===== src/rtl/sc_gamecontrol_pkg.sv =====
// sc_gamecontrol_pkg
// Shared definitions for the game controller and the point FSM that
// consumes its commands: controller state encoding and changeP codes.
package sc_gamecontrol_pkg;

    typedef enum logic [2:0] {
        ST_IDLE    = 3'd0,
        ST_START   = 3'd1,
        ST_PLAY    = 3'd2,
        ST_HIT     = 3'd3,
        ST_GOAL    = 3'd4,
        ST_OVER    = 3'd5,
        ST_WIN     = 3'd6,
        ST_WAITREL = 3'd7
    } gc_state_t;

    // Commands to the point FSM
    localparam logic [1:0] CHG_PLAY  = 2'b00;
    localparam logic [1:0] CHG_CLEAR = 2'b01;
    localparam logic [1:0] CHG_IMAGE = 2'b10;

    // Image select
    localparam logic IMG_START = 1'b0;
    localparam logic IMG_WIN   = 1'b1;

endpackage


===== src/rtl/sc_gamecontrol_sync.sv =====
// sc_gamecontrol_sync
// Two-flop synchronizer for the raw active-low start button, followed by a
// falling-edge detector so a held button yields a single press.
// Ports:
//   clk, rst     clock, async active-high reset (flops reset to 1 = released)
//   raw_n        raw start button, active low, asynchronous
//   level        synchronized button level (1 = released)
//   fall         one-cycle pulse on synchronized 1->0 edge
module sc_gamecontrol_sync (
    input  logic clk,
    input  logic rst,
    input  logic raw_n,
    output logic level,
    output logic fall
);

    logic s1, s2, s3;

    always_ff @(posedge clk or posedge rst) begin
        if (rst) begin
            s1 <= 1'b1;
            s2 <= 1'b1;
            s3 <= 1'b1;
        end else begin
            s1 <= raw_n;
            s2 <= s1;
            s3 <= s2;
        end
    end

    assign level = s2;
    // Decoded only from flops, so no path from raw_n reaches the FSM unsynced
    assign fall  = s3 & ~s2;

endmodule


===== src/rtl/sc_gamecontrol.sv =====
// sc_gamecontrol
// Frogger game controller: sequences start screen, frog clear bursts, play,
// game-over and win screens, and tracks lives and level.
// Ports:
//   SC_STATEMACHINEPOINT_CLOCK_50     50 MHz clock
//   SC_STATEMACHINEPOINT_RESET_InHigh async active-high reset
//   start_InLow       raw start button, active low, async
//   collision_InHigh  frog hits hazard (sync level)
//   goal_InHigh       frog in goal row (sync level)
//   changeP_OutBus    00 play, 01 clear/restart frog, 10 show image
//   image_Out         0 start/game-over, 1 win
//   lives_Out         remaining lives
//   level_Out         current level, 0-based
//   levelUp_OutHigh   one-cycle pulse on level increment
module sc_gamecontrol
    import sc_gamecontrol_pkg::*;
#(
    parameter int LIVES_INIT = 3,
    parameter int LEVEL_MAX  = 4,
    parameter int CLEAR_HOLD = 4,
    parameter int IMAGE_HOLD = 50_000_000
) (
    input  logic       SC_STATEMACHINEPOINT_CLOCK_50,
    input  logic       SC_STATEMACHINEPOINT_RESET_InHigh,
    input  logic       start_InLow,
    input  logic       collision_InHigh,
    input  logic       goal_InHigh,
    output logic [1:0] changeP_OutBus,
    output logic       image_Out,
    output logic [1:0] lives_Out,
    output logic [2:0] level_Out,
    output logic       levelUp_OutHigh
);

    // One down-counter times both the clear burst and the image hold; it is
    // sized for the longer of the two so a long clear can never truncate.
    localparam int HOLD_MAX = (IMAGE_HOLD > CLEAR_HOLD) ? IMAGE_HOLD : CLEAR_HOLD;
    localparam int CNT_W    = $clog2(HOLD_MAX + 1);

    localparam logic [CNT_W-1:0] CLEAR_LOAD = CNT_W'(CLEAR_HOLD - 1);
    localparam logic [CNT_W-1:0] IMAGE_LOAD = CNT_W'(IMAGE_HOLD - 1);
    localparam logic [1:0]       LIVES_RST  = 2'(LIVES_INIT);
    localparam logic [2:0]       LEVEL_TOP  = 3'(LEVEL_MAX - 1);

    logic clk, rst;
    assign clk = SC_STATEMACHINEPOINT_CLOCK_50;
    assign rst = SC_STATEMACHINEPOINT_RESET_InHigh;

    logic start_level, start_press;

    sc_gamecontrol_sync u_sync (
        .clk   (clk),
        .rst   (rst),
        .raw_n (start_InLow),
        .level (start_level),
        .fall  (start_press)
    );

    gc_state_t        state;
    logic [CNT_W-1:0] cnt;
    logic [1:0]       chg_q;
    logic             img_q;
    logic [1:0]       lives_q;
    logic [2:0]       level_q;
    logic             lvlup_q;

    // Outputs are loaded together with the state they belong to, so every
    // output is a plain flop.
    always_ff @(posedge clk or posedge rst) begin
        if (rst) begin
            state   <= ST_IDLE;
            cnt     <= '0;
            chg_q   <= CHG_IMAGE;
            img_q   <= IMG_START;
            lives_q <= LIVES_RST;
            level_q <= '0;
            lvlup_q <= 1'b0;
        end else begin
            lvlup_q <= 1'b0;
            unique case (state)
                ST_IDLE: begin
                    chg_q <= CHG_IMAGE;
                    img_q <= IMG_START;
                    if (start_press) begin
                        state   <= ST_START;
                        chg_q   <= CHG_CLEAR;
                        cnt     <= CLEAR_LOAD;
                        lives_q <= LIVES_RST;
                        level_q <= '0;
                    end
                end

                ST_START, ST_HIT, ST_GOAL: begin
                    if (cnt == '0) begin
                        state <= ST_PLAY;
                        chg_q <= CHG_PLAY;
                    end else begin
                        cnt <= cnt - 1'b1;
                    end
                end

                ST_PLAY: begin
                    // Collision has priority over a simultaneous goal
                    if (collision_InHigh) begin
                        if (lives_q <= 2'd1) begin
                            state   <= ST_OVER;
                            chg_q   <= CHG_IMAGE;
                            img_q   <= IMG_START;
                            cnt     <= IMAGE_LOAD;
                            lives_q <= '0;
                        end else begin
                            state   <= ST_HIT;
                            chg_q   <= CHG_CLEAR;
                            cnt     <= CLEAR_LOAD;
                            lives_q <= lives_q - 1'b1;
                        end
                    end else if (goal_InHigh) begin
                        if (level_q >= LEVEL_TOP) begin
                            state <= ST_WIN;
                            chg_q <= CHG_IMAGE;
                            img_q <= IMG_WIN;
                            cnt   <= IMAGE_LOAD;
                        end else begin
                            state   <= ST_GOAL;
                            chg_q   <= CHG_CLEAR;
                            cnt     <= CLEAR_LOAD;
                            level_q <= level_q + 1'b1;
                            lvlup_q <= 1'b1;
                        end
                    end
                end

                ST_OVER, ST_WIN: begin
                    if (cnt == '0) state <= ST_WAITREL;
                    else           cnt   <= cnt - 1'b1;
                end

                ST_WAITREL: begin
                    // A button still held from the end screen must be let go
                    // before a new game can be requested.
                    if (start_level) begin
                        state <= ST_IDLE;
                        img_q <= IMG_START;
                    end
                end

                default: state <= ST_IDLE;
            endcase
        end
    end

    assign changeP_OutBus  = chg_q;
    assign image_Out       = img_q;
    assign lives_Out       = lives_q;
    assign level_Out       = level_q;
    assign levelUp_OutHigh = lvlup_q;

endmodule

===== config.mk =====
export PLATFORM = sky130hd
export DESIGN_NAME = sc_gamecontrol
export DESIGN_NICKNAME = d
export VERILOG_FILES = /design/src/rtl/sc_gamecontrol_pkg.sv /design/src/rtl/sc_gamecontrol_sync.sv /design/src/rtl/sc_gamecontrol.sv
export SDC_FILE = /design/constraint.sdc
export NUM_CORES = 1
export LEC_CHECK = 0
export ABC_AREA = 1
export CAP_MARGIN = 10
export CORE_MARGIN = 2
export CORE_UTILIZATION = 56
export CTS_BUF_LIST = sky130_fd_sc_hd__clkbuf_8
export CTS_CLUSTER_DIAMETER = 120
export DETAILED_ROUTE_END_ITERATION = 6
export GPL_TIMING_DRIVEN = 0
export HOLD_SLACK_MARGIN = 0.1
export MAX_ROUTING_LAYER = met4
export PLACE_DENSITY = 0.83
export SETUP_SLACK_MARGIN = 0.4
export SKIP_LAST_GASP = 1
export SLEW_MARGIN = 30
export SYNTH_ARGS = -nofsm -noshare
export SYNTH_HDL_FRONTEND = slang
export SYNTH_SLANG_ARGS = --single-unit

===== constraint.sdc =====
create_clock -name SC_STATEMACHINEPOINT_CLOCK_50 -period 1.7 [get_ports SC_STATEMACHINEPOINT_CLOCK_50]
set_input_delay 0.51 -clock SC_STATEMACHINEPOINT_CLOCK_50 [delete_from_list [all_inputs] [get_ports SC_STATEMACHINEPOINT_CLOCK_50]]
set_output_delay 0.51 -clock SC_STATEMACHINEPOINT_CLOCK_50 [all_outputs]
set_load 0.05 [all_outputs]

# Word-level counts from Yosys, hierarchy flattened
# Cells that the tools add are included.
# Widths: inputs -> output; s select.
totals:
  reg_bits: 41
  in_bits: 5
  out_inout_bits: 9
  wordCells: 93
classes:
  n_addsub: 3
  magnitude_cmp: 2
  n_eq_ne: 19
  mux: 42
  bitwise_logic: 2
  n_reduce_logical: 15
ops:
  columns: ["op", "n"]
  rows:
  - ["$mux 26", 6]
  - ["$pmux 26 s3", 1]
  - ["$mux 3", 11]
  - ["$logic_not 26->1", 1]
  - ["$sub 26x1->26 const B", 1]
  - ["$mux 2", 10]
  - ["$ne 2x2->1 const B", 8]
  - ["$pmux 3 s5", 1]
  - ["$reduce_and 5->1", 3]
  - ["$eq 3x3->1 const B", 4]
  - ["$mux 1", 9]
  - ["$ne 3x3->1 const B", 3]
  - ["$reduce_bool 3->1", 3]
  - ["$eq 3x2->1 const B", 2]
  - ["$pmux 2 s3", 1]
  - ["$pmux 3 s2", 1]
  - ["$reduce_and 3->1", 2]
  - ["$reduce_or 5->1", 1]
  - ["$pmux 2 s2", 1]
  - ["$reduce_and 4->1", 1]
  - ["$add 3x1->3 const B", 1]
  - ["$eq 3x1->1 const B", 1]
  - ["$ge 3x2->1 const B", 1]
  - ["$logic_not 3->1", 1]
  - ["other kinds (9)", 9]

# Depth between registers and ports, before layout
logic_depth:
  ltp_word: 5
  depth_mapped: 12

# By module
# Synthesis repeated with hierarchy kept, for this count alone.
unflattened:
  hier_cells: 391
  area_unflattened_um2: 2585.0
by_module_without_submodules:
  columns: ["mod", "n_inst", "cells_each", "area_each_um2"]
  rows:
  - ["sc_gamecontrol", 1, 385, 2492.4]
  - ["sc_gamecontrol_sync", 1, 6, 92.6]

# Least setup slack after synthesis
# Ideal clock, no wire load.
synth_timing:
  path_type: "register -> register"
  startpoint: "register level_q[0], in the netlist level_Out[0]"
  endpoint: "register cnt[4]"
  setup_time_ps: 118
  arrival_ps: 1872
  required_time_ps: 1582
  slack_ps: -290
  stages_incl_launch_ff: 10
  cell_sequence: "dfrtp_1 > ha_1 > ha_1 > nor2_1 > nand3_1 > nand3_1 > clkbuf_1 > nand2_1 > nand2_2 > o21ai_2"
synth_between:
  elab_chain_cells: 5
synth_rtl:
  columns: ["element", "line", "source"]
  rows:
  - ["start: declaration", "sc_gamecontrol.sv:64", "logic [2:0] level_q;"]
  - ["start signal: assignment", "sc_gamecontrol.sv:127", "level_q <= level_q + 1'b1;"]
  - ["$ge 3x2->1", "sc_gamecontrol.sv:118", "if (level_q >= LEVEL_TOP) begin"]
  - ["$mux 26", "sc_gamecontrol.sv:118", null]
  - ["$mux 26", "sc_gamecontrol.sv:117", "end else if (goal_InHigh) begin"]
  - ["$mux 26", "sc_gamecontrol.sv:104", "if (collision_InHigh) begin"]
  - ["$pmux 26 s3", "sc_gamecontrol.sv:80", "unique case (state)"]
  - ["end signal: assignment", "sc_gamecontrol.sv:98", "cnt <= cnt - 1'b1;"]
  - ["end signal: assignment", "sc_gamecontrol.sv:135", "else cnt <= cnt - 1'b1;"]
  - ["end: declaration", "sc_gamecontrol.sv:60", "logic [CNT_W-1:0] cnt;"]
# No other way between the ends. The select of a mux whose other input is x is not followed.
# A chain may end at the register's enable or synchronous reset.

# Final worst setup path
layout_timing:
  startpoint: "register cnt[8]"
  endpoint: "register cnt[10]"
layout_between:
  elab_chain_cells: 3
  elab_cells_between_ends: 6
  classes_between: "1 x add/sub; 1 x eq/ne; 2 x mux; 2 x reduce/logical"
layout_rtl:
  columns: ["element"]
  rows:
  - ["$sub 26x1->26 / $logic_not 26->1 (equally long branches)"]
  - ["$mux 26 / $ne 2x2->1 (equally long branches)"]
  - ["$pmux 26 s3 / $reduce_and 4->1 (equally long branches)"]
# Parallel ways exist; a longest one is shown, timed or not. The select of a mux whose other input is x is not followed.

==> results.sh <==
export IMPL_drv_slew=0
export IMPL_syn_area_per_cell_um2=6.838
export IMPL_cts_tree="yes"
export IMPL_finClkSkew_ns=0.005743
export IMPL_yosysSeqAreaShare=0.3865
export IMPL_ant_nets=0
export IMPL_grt_pass1_wl_um=13010
export IMPL_io_pins=14
export IMPL_drt_first_pass_iters=7
export IMPL_drt_total_wl_um=9396
export IMPL_hold_violations=0
export IMPL_rsz0062_at_grt="yes"
export IMPL_worstRegToRegCells=11
export IMPL_power_leakage_nw=1.958
export IMPL_ys_warn_count=0
export IMPL_end_kind="flip-flop"
export IMPL_start_kind="flip-flop"
export IMPL_cap_violations=0
export IMPL_grt_pass1_vias=2895
export IMPL_power_density_nw_per_um2=2201
export IMPL_dr_total_vias=3148
export IMPL_insertion_delay_ns=0.30
export IMPL_clk_path_buf_depth=2
export IMPL_area_delta_synth_final_pct=43.33
export IMPL_synth_fp_nets=399
export IMPL_fin_nets=472
export IMPL_drtIter0Drc=419
export IMPL_ys_types=28
export IMPL_final_area_um2=3832
export IMPL_power_switching_mw=4.356
export IMPL_cts_htree_levels=2
export IMPL_drc_errors=0
export IMPL_ir_worst_vdd_mv=1.561
export IMPL_finalWorstSetupSlack_ns=-0.1190
export IMPL_multi_input_area_um2=1762
export IMPL_fmax_mhz=549.8
export IMPL_outcome="finished, violations left"
export IMPL_syn_instance_count=391
export IMPL_coreArea_um2=4661
export IMPL_combPwrFrac=0.697
export IMPL_grt_ovfl_total=0
export IMPL_dpl_cell_count=458
export IMPL_syn_area_um2=2674
export IMPL_viasPerCell=6.066
export IMPL_finalWeightedCongestion=0.9306
export IMPL_finalSetupViolCount=27
export IMPL_fin_crit_ns=1.819
export IMPL_critPathMaxFanout=10
export IMPL_worstPathRequired_ns=1.89
export IMPL_dieArea_um2=5344
export IMPL_grt_max_degree=22
export IMPL_die_w_um=73.10
export IMPL_fp_row_count=25
export IMPL_synth_seq_cells=41
export IMPL_layout_drive_gt1_share=0.4108
export IMPL_clockPowerShare=0.094
export IMPL_start_util=0.5737
export IMPL_hold_buffers=0
export IMPL_layoutNonFillerInstCount=519
export IMPL_num_antenna_cells=0
export IMPL_avgRoutedWirePerCell_um=18.10
export IMPL_slew_headroom=0.6421
export IMPL_crit_type="reg2reg"
export IMPL_die_h_um=73.10
export IMPL_cts_root_buf="clkbuf_8"
export IMPL_power_frac_seq=0.208
export IMPL_hold_depth=0
export IMPL_tightest_slew_ns=0.5358
export IMPL_p_int_mw=4.078
export IMPL_cts_made_buffers=5
export IMPL_fillCellCount=258
export IMPL_post_dp_hpwl_um=4495
export IMPL_antenna_found_initial=0
export IMPL_grt_use_total=0.3298
export IMPL_port_buffers=13
export IMPL_hold_class="reg2reg"
export IMPL_postPlaceCellArea_um2=2969
export IMPL_violations="setup timing"
export IMPL_clkTransAtPathRegs_ns=0.08
export IMPL_min_period_over_period=1.070
export IMPL_cts_sinks=41
export IMPL_seqCellArea_um2=1045
export IMPL_arrival_ns=2.01
export IMPL_switching_share=0.5165
## placed cells by master, fill, tap and decap left out, drive strengths merged, types with 2 or more instances in the layout
| master | instances |
|---|---|
| dlygate4sd2 | 2 |
| o21ai | 27 |
| nor2 | 72 |
| buf | 66 |
| dfstp | 6 |
| clkinvlp | 2 |
| clkbuf | 7 |
| ha | 3 |
| o21bai | 2 |
| nand4 | 8 |
| nand3 | 30 |
| or2 | 2 |
| a21oi | 6 |
| clkdlybuf4s50 | 2 |
| inv | 39 |
| xor2 | 7 |
| dfrtp | 35 |
| nand2 | 145 |
## timing repair
item	in CTS	in global routing
setup buffers	39	13
gates resized for setup	120	47
cloned	1	0
endpoints found under the setup margin	50	47
pin swaps	19	17
endpoints found under the hold margin	0	0
## cell usage after synthesis (all sizes together)
cell type	n	area, µm²
buf	5	46.29
or2	2	12.51
o21ai	27	165.2
nand2	145	581.8
clkbuf	2	7.510
nor2	72	316.5
inv	39	148.9
dfstp	6	157.7
ha	3	37.54
xor2	7	61.31
a22o	1	8.760
a21oi	6	30.03
dfrtp	35	875.8
nand4	8	50.05
o2111ai	1	8.760
o21bai	2	15.01
nand3	30	150.1
## layout make-up
class / instances / area share
multi-input cells: 304 / 0.4597
flip-flops and latches: 41 / 0.2726
repair buffers: 65 / 0.1512
inverters: 39 / 0.04179
plain buffers: 7 / 0.02710
clock buffers: 5 / 0.01796
well taps: 54 / 0.01763
clock inverters: 3 / 0.01012
repair inverters: 1 / 0.001959
## critical path, cell delays in order (launching register included)
cell and delay, ns:
dfrtp_1 0.41, nor2_1 0.22, nand2_2 0.11, nor2_4 0.14, nand2_2 0.10, nor2_2 0.14, nand2_2 0.09, nand2_4 0.13
inv_8 0.07, buf_12 0.15, nand2_1 0.07, nand2_1 0.06
## metal layers
layer	track usage	share of wire
met1	0.3620	0.36
met2	0.5375	0.51
met3	0.06906	0.075
met4	0.2160	0.056
met5	-	0
## kinds of logic after synthesis
| family | after synthesis | synth area share |
|---|---|---|
| adders and majority gates | 3 | 0.01404 |
| AOI/OAI and AO/OA | 37 | 0.08517 |
| buffers and inverters | 46 | 0.07581 |
| DFF | 41 | 0.3865 |
| xor gates and xnor gates | 7 | 0.02293 |
| and+or+nand+nor | 257 | 0.4155 |
## power groups by stage
| stage | combinational, mW | clock, mW | sequential, mW |
|---|---|---|---|
| after floorplan | 2.71 | 0 | 1.92 |
| after global placement | 3.69 | 0 | 1.71 |
| after detailed placement | 3.79 | 0 | 1.72 |
| after CTS | 4.88 | 0.785 | 1.68 |
| after global routing | 6.25 | 0.833 | 1.78 |
| final | 5.88 | 0.797 | 1.76 |
## path summary, 6_finish.rpt
check / start / to / slack, ns
max reg2reg: cnt[8] / cnt[10] / -0.12
max: cnt[8] / cnt[10] / -0.12
max in group asynchronous: SC_STATEMACHINEPOINT_RESET_InHigh / cnt[11] / 0.61
min reg2reg: u_sync.s1 / u_sync.level / 0.36
min in group asynchronous: SC_STATEMACHINEPOINT_RESET_InHigh / state[1] / 0.74
min: u_sync.s1 / u_sync.level / 0.36
## per-stage QoR
step	setup WS [ns]	hold slack [ns]	TNS, ns	utilization	total power [mW]
floorplan	0.05232	0.3452	0	-	4.637
global placement	-0.3302	0.3454	-9.022	0.6370	5.400
detailed placement	-0.3984	0.3514	-10.84	0.6370	5.518
CTS	0.07738	0.3625	0	0.7654	7.347
global route	-0.1862	0.3676	-3.234	0.8223	8.866
finish	-0.1190	0.3643	-1.652	0.8223	8.434
## sequential cells by signal, summed over array words and instances (netlist names)
register,flops
changeP_OutBus,2
cnt,26
image_Out,1
levelUp_OutHigh,1
level_Out,3
lives_Out,2
state,3
u_sync.level,1
u_sync.s1,1
u_sync.s3,1
Note: power is estimated with default switching activity, not from simulation.
